--- config.mk ---
export PLATFORM = sky130hd
export DESIGN_NAME = settle_counter
export DESIGN_NICKNAME = d
export VERILOG_FILES = /design/src/rtl/gate_check_pkg.sv /design/src/rtl/settle_counter.sv
export SDC_FILE = /design/constraint.sdc
export NUM_CORES = 1
export LEC_CHECK = 0
export ABC_AREA = 1
export CAP_MARGIN = 10
export CORE_AREA = 5 5 42 44
export CTS_CLUSTER_SIZE = 25
export DETAILED_ROUTE_END_ITERATION = 7
export DIE_AREA = 0 0 47 49
export DONT_BUFFER_PORTS = 1
export GPL_TIMING_DRIVEN = 0
export PLACE_DENSITY = 0.53
export SLEW_MARGIN = 10
export SYNTH_ARGS = -nofsm -noshare
export SYNTH_HDL_FRONTEND = slang
export SYNTH_SLANG_ARGS = --single-unit
--- constraint.sdc ---
create_clock -name i_clk -period 1.5 [get_ports i_clk]
set_clock_uncertainty 0.1 [all_clocks]
set_input_delay 0.225 -clock i_clk [delete_from_list [all_inputs] [get_ports i_clk]]
set_output_delay 0.225 -clock i_clk [all_outputs]
set_load 0.01 [all_outputs]
--- src/rtl/gate_check_pkg.sv ---
// Shared definitions for the two-input gate response checker and its stimulus side.
// Holds the FSM state encoding, counter width and common truth-table constants.
// Truth tables are indexed by {a,b}: bit 0 is a=0,b=0 and bit 3 is a=1,b=1.
package gate_check_pkg;

   localparam int CNT_W = 8;

   typedef enum logic [1:0] {
      IDLE   = 2'd0,
      SETTLE = 2'd1,
      DONE   = 2'd2
   } state_t;

   localparam logic [3:0] NOR_TT = 4'b0001;
   localparam logic [3:0] AND_TT = 4'b1000;
   localparam logic [3:0] OR_TT  = 4'b1110;
   localparam logic [3:0] XOR_TT = 4'b0110;

   // Expected gate output for the given {a,b} under truth table tt.
   function automatic logic tt_lookup(input logic [3:0] tt, input logic [1:0] ab);
      return tt[ab];
   endfunction

endpackage

--- src/rtl/settle_counter.sv ---
// Loadable down-counter with zero flag; counts down to 0 and holds there.
// Latency: load takes effect on the loading edge, o_zero is registered-state decode.
// Backpressure: none; i_load always wins over the decrement.
//
// Ports:
//   i_clk, i_reset  clock and synchronous active-high reset (count -> 0)
//   i_load          load i_load_val on this edge
//   i_load_val      value to load
//   o_zero          count is zero
module settle_counter
   import gate_check_pkg::*;
#(
   parameter int W = CNT_W
) (
   input  logic         i_clk,
   input  logic         i_reset,
   input  logic         i_load,
   input  logic [W-1:0] i_load_val,
   output logic         o_zero
);

   logic [W-1:0] r_count;

   always_ff @(posedge i_clk) begin
      if (i_reset) begin
         r_count <= '0;
      end else if (i_load) begin
         r_count <= i_load_val;
      end else if (r_count != '0) begin
         r_count <= r_count - 1'b1;
      end
   end

   assign o_zero = (r_count == '0);

endmodule

# Yosys cells after proc, flatten, opt, wreduce, memory -nomap -nowiden
# Index checks and enable logic that the tools add are counted.
# totals
latch_bits,0
mem_bits_ro,0
ram_bits,0
output_inout_bits,1
ff_bits,8
elab_cells,7
in_bits,11
n_memories,0
# classes
muxes,2
n_div,0
n_lt_le_gt_ge,0
n_addsub,1
n_reduce_logical,3
n_eq_ne,0
bitwise_logic,0
multipliers,0
n_shift,0
# op_table
operator,n
$mux 8,2
$logic_not 8->1,1
$reduce_bool 8->1,1
$sub 8x1->8 const B,1
$reduce_bool 2->1,1

# Longest topological paths before layout
# depth
depth_word,3
depth_mapped,8
mapped_depth_nobuf,8

# Worst setup path after synthesis
# Ideal clock, no wire load.
# synth_timing
path_type,register to register
startpoint,register r_count[0]
endpoint,register r_count[1]
setup_slack_ns,0.164
arrival_ns,1.123
path_stages_with_launch,8
n_path_buf,0
required_ns,1.287
setup_ns,0.113
synth_period_minus_slack_ns,1.336
path_cell_list,dfxtp_1 > inv_1 > ha_1 > nand2_2 > nor2_8 > nand2_2 > o21ai_1 > nor2_1
# synth_via
elab_chain_cells,3
elab_cells_between_ends,5
classes_between,add/sub (1); mux (2); reduce/logical (2)
# synth_rtl
item,line_no,source
start: declaration,settle_counter.sv:22,logic [W-1:0] r_count;
start signal: assignment,settle_counter.sv:28,r_count <= i_load_val;
start signal: assignment,settle_counter.sv:30,r_count <= r_count - 1'b1;
$sub 8x1->8,settle_counter.sv:30,
$mux 8,settle_counter.sv:29,end else if (r_count != '0) begin
$mux 8,settle_counter.sv:27,end else if (i_load) begin
# Parallel ways exist; a longest one is shown, timed or not. The select of a mux whose other input is x is not followed.
# A chain may end at the register's enable or synchronous reset.

# Worst setup path in the final report
# layout_timing
startpoint,register r_count[0]
endpoint,output port o_zero
# layout_via
elab_chain_cells,1
# layout_rtl
item,line_no,source
$logic_not 8->1,settle_counter.sv:34,assign o_zero = (r_count == '0);
end: declaration,settle_counter.sv:19,output logic o_zero
# No other way between the ends.

==> flow_summary.json <==
{
  "die_h_um": 49,
  "layout_commonest_cell": "nor2_1",
  "top_register": "r_count",
  "grt_overflow_total": 0,
  "num_vias": 447,
  "worst_pin_slew_ns": 0.191,
  "arrival_ns": 1.09,
  "relSlewSlack": 0.872,
  "gp_congestion": 0.790,
  "diodes": 0,
  "die-area_um2": 2300,
  "antenna_found_initial": 0,
  "synth_seq_area_share": 0.339,
  "top_level_ports": 12,
  "drive_gt1_frac": 0.176,
  "cts_inserted_buffers": 3,
  "dpl.hpwl_um": 784,
  "hp-class": "in2reg",
  "vias_per_cell": 4.97,
  "syn_inst": 70,
  "tns_ns": 0,
  "grt.total_usage": 0.102,
  "nets": 88,
  "final_cell_mix": "nor2_1, nand2_1, dfxtp_1",
  "hold_viol": 0,
  "max_cap_viol_count": 0,
  "largest_register_ffs": 8,
  "startpoint_type": "register",
  "drc": 0,
  "io_buffer_count": 0,
  "critical_path_class": "reg2out",
  "cts_tree": "done",
  "numClockSinks": 8,
  "drt_wl_total_um": 950,
  "initial_utilization": 0.338,
  "ant_nets": 0,
  "grt_pass1_wl_mm": 1.74,
  "power.total_mw": 0.623,
  "synth_nets": 82,
  "rsz0062_at_grt": "false",
  "reg.largest.list": "r_count (8)",
  "clk-insertion-delay-late_ns": 0.25,
  "first_global_vias": 427,
  "post-route-min-period_ns": 1.41,
  "row_count": 14,
  "wl_per_cell_um": 10.6,
  "syn_area_per_cell_um2": 6.76,
  "cts_setup_buffers": 0,
  "r2r_slack_ns": 0.18,
  "finalMaxSlewViolations": 0,
  "clkTransAtPathRegs_ns": 0.05,
  "setup_viol": 0,
  "fmax_ghz": 0.709,
  "leakage_nw": 0.239,
  "status": "finished, final reports clean",
  "endpoint_kind": "primary output",
  "cts_max_level": 1,
  "first_pass_iters": 3,
  "fin_crit_sh": 0.940,
  "dieWidth_um": 47,
  "p_per_area_nw_per_um2": 1150,
  "cts_buffer_depth": 2,
  "ir_drop_v": 0.000506,
  "ys_warn_count": 0,
  "yosysUniqueCellTypes": 19,
  "synth_area_um2": 473,
  "area_growth_pct": 14.8,
  "cp_max_fo": 5,
  "ys_ff_latch": 8,
  "core_area_um2": 1400,
  "drt_first_iter_violations": 4,
  "crit_required_ns": 1.17,
  "grt_max_degree": 10,
  "root_buffer": "clkbuf_4"
}
path summary, 6_finish.rpt:
check / to / depth (start not counted) / from
setup / recovery: o_zero / 4 / r_count[0]
hold / removal: r_count[4] / 2 / i_load_val[4]
setup reg to reg: r_count[5] / 8 / r_count[1]
hold reg to reg: r_count[0] / 2 / r_count[0]
synth_stat cells:
cell type,count,area share
a21oi_1,4,0.042
buf_2,1,0.011
dfxtp_1,8,0.34
ha_1,1,0.026
inv_1,5,0.040
inv_2,2,0.016
nand2_1,12,0.095
nand2_2,2,0.026
nand3_1,4,0.042
nand4_1,1,0.013
nor2_1,13,0.10
nor2_2,2,0.026
nor2_8,1,0.042
nor3_1,4,0.042
o211ai_1,1,0.016
o21ai_0,3,0.032
o21ai_1,3,0.032
xnor2_1,2,0.037
xor2_1,1,0.019
layout make-up:
class	count	area [um2]
buffer	1	5.00
clock buffer	3	22.5
fill	172	858
inverter	7	26.3
multi-input combinational	54	299
sequential	8	160
tap	16	20.0
timing repair buffer	1	10.0
stage by stage:
step | std cells | instance area [um2] | utilization | hold slack, ns | setup WS, ns
finish | 90 | 543 | 0.388 | 0.0192 | 0.0893
global route | 90 | 543 | 0.388 | 0.0220 | 0.0219
CTS | 90 | 528 | 0.377 | 0.0156 | 0.0313
detailed placement | 86 | 493 | 0.352 | 0.199 | 0.0376
global placement | 86 | 493 | 0.352 | 0.195 | 0.0258
floorplan | 70 | 473 | - | 0.194 | 0.164
per-layer routing:
layer	routed length, um	vias up	GRT usage	part of all wire
met5	0	-	0	0
met4	26	0	0.0553	0.027
met3	40	5	0.0221	0.042
met2	451	8	0.147	0.47
met1	431	193	0.137	0.45
li1	-	241	-	-
logic make-up (layout without fill, tap and decap cells):
logic type | count (synthesis) | after routing | share of synthesized area
adders and majority gates | 1 | 1 | 0.0265
buffers and inverters | 8 | 12 | 0.0661
and+or+nand+nor | 39 | 39 | 0.392
AOI/OAI and AO/OA | 11 | 11 | 0.122
xor gates and xnor gates | 3 | 3 | 0.0556
DFF | 8 | 8 | 0.339
critical path: stages (launching register included):
cell and delay (ns):
dfxtp_1 0.31, inv_2 0.10, ha_4 0.17, nand2_4 0.07
nor2_8 0.17
power breakdown:
part / total, mW / internal (mW) / switching (mW) / leakage [nW]
sequential: 0.261 / 0.238 / 0.0229 / 0.0666
combinational: 0.197 / 0.0805 / 0.116 / 0.158
clock: 0.165 / 0.0916 / 0.0737 / 0.0138
total: 0.623 / 0.410 / 0.213 / 0.239
what timing repair did:
item	CTS	global route
endpoints found under the setup margin	1	2
cloned	0	0
resized for setup	2	2
endpoints found under the hold margin	3	0
pin swaps	1	1
hold buffers	1	0
No activity file was read; power rests on OpenSTA's default activity.
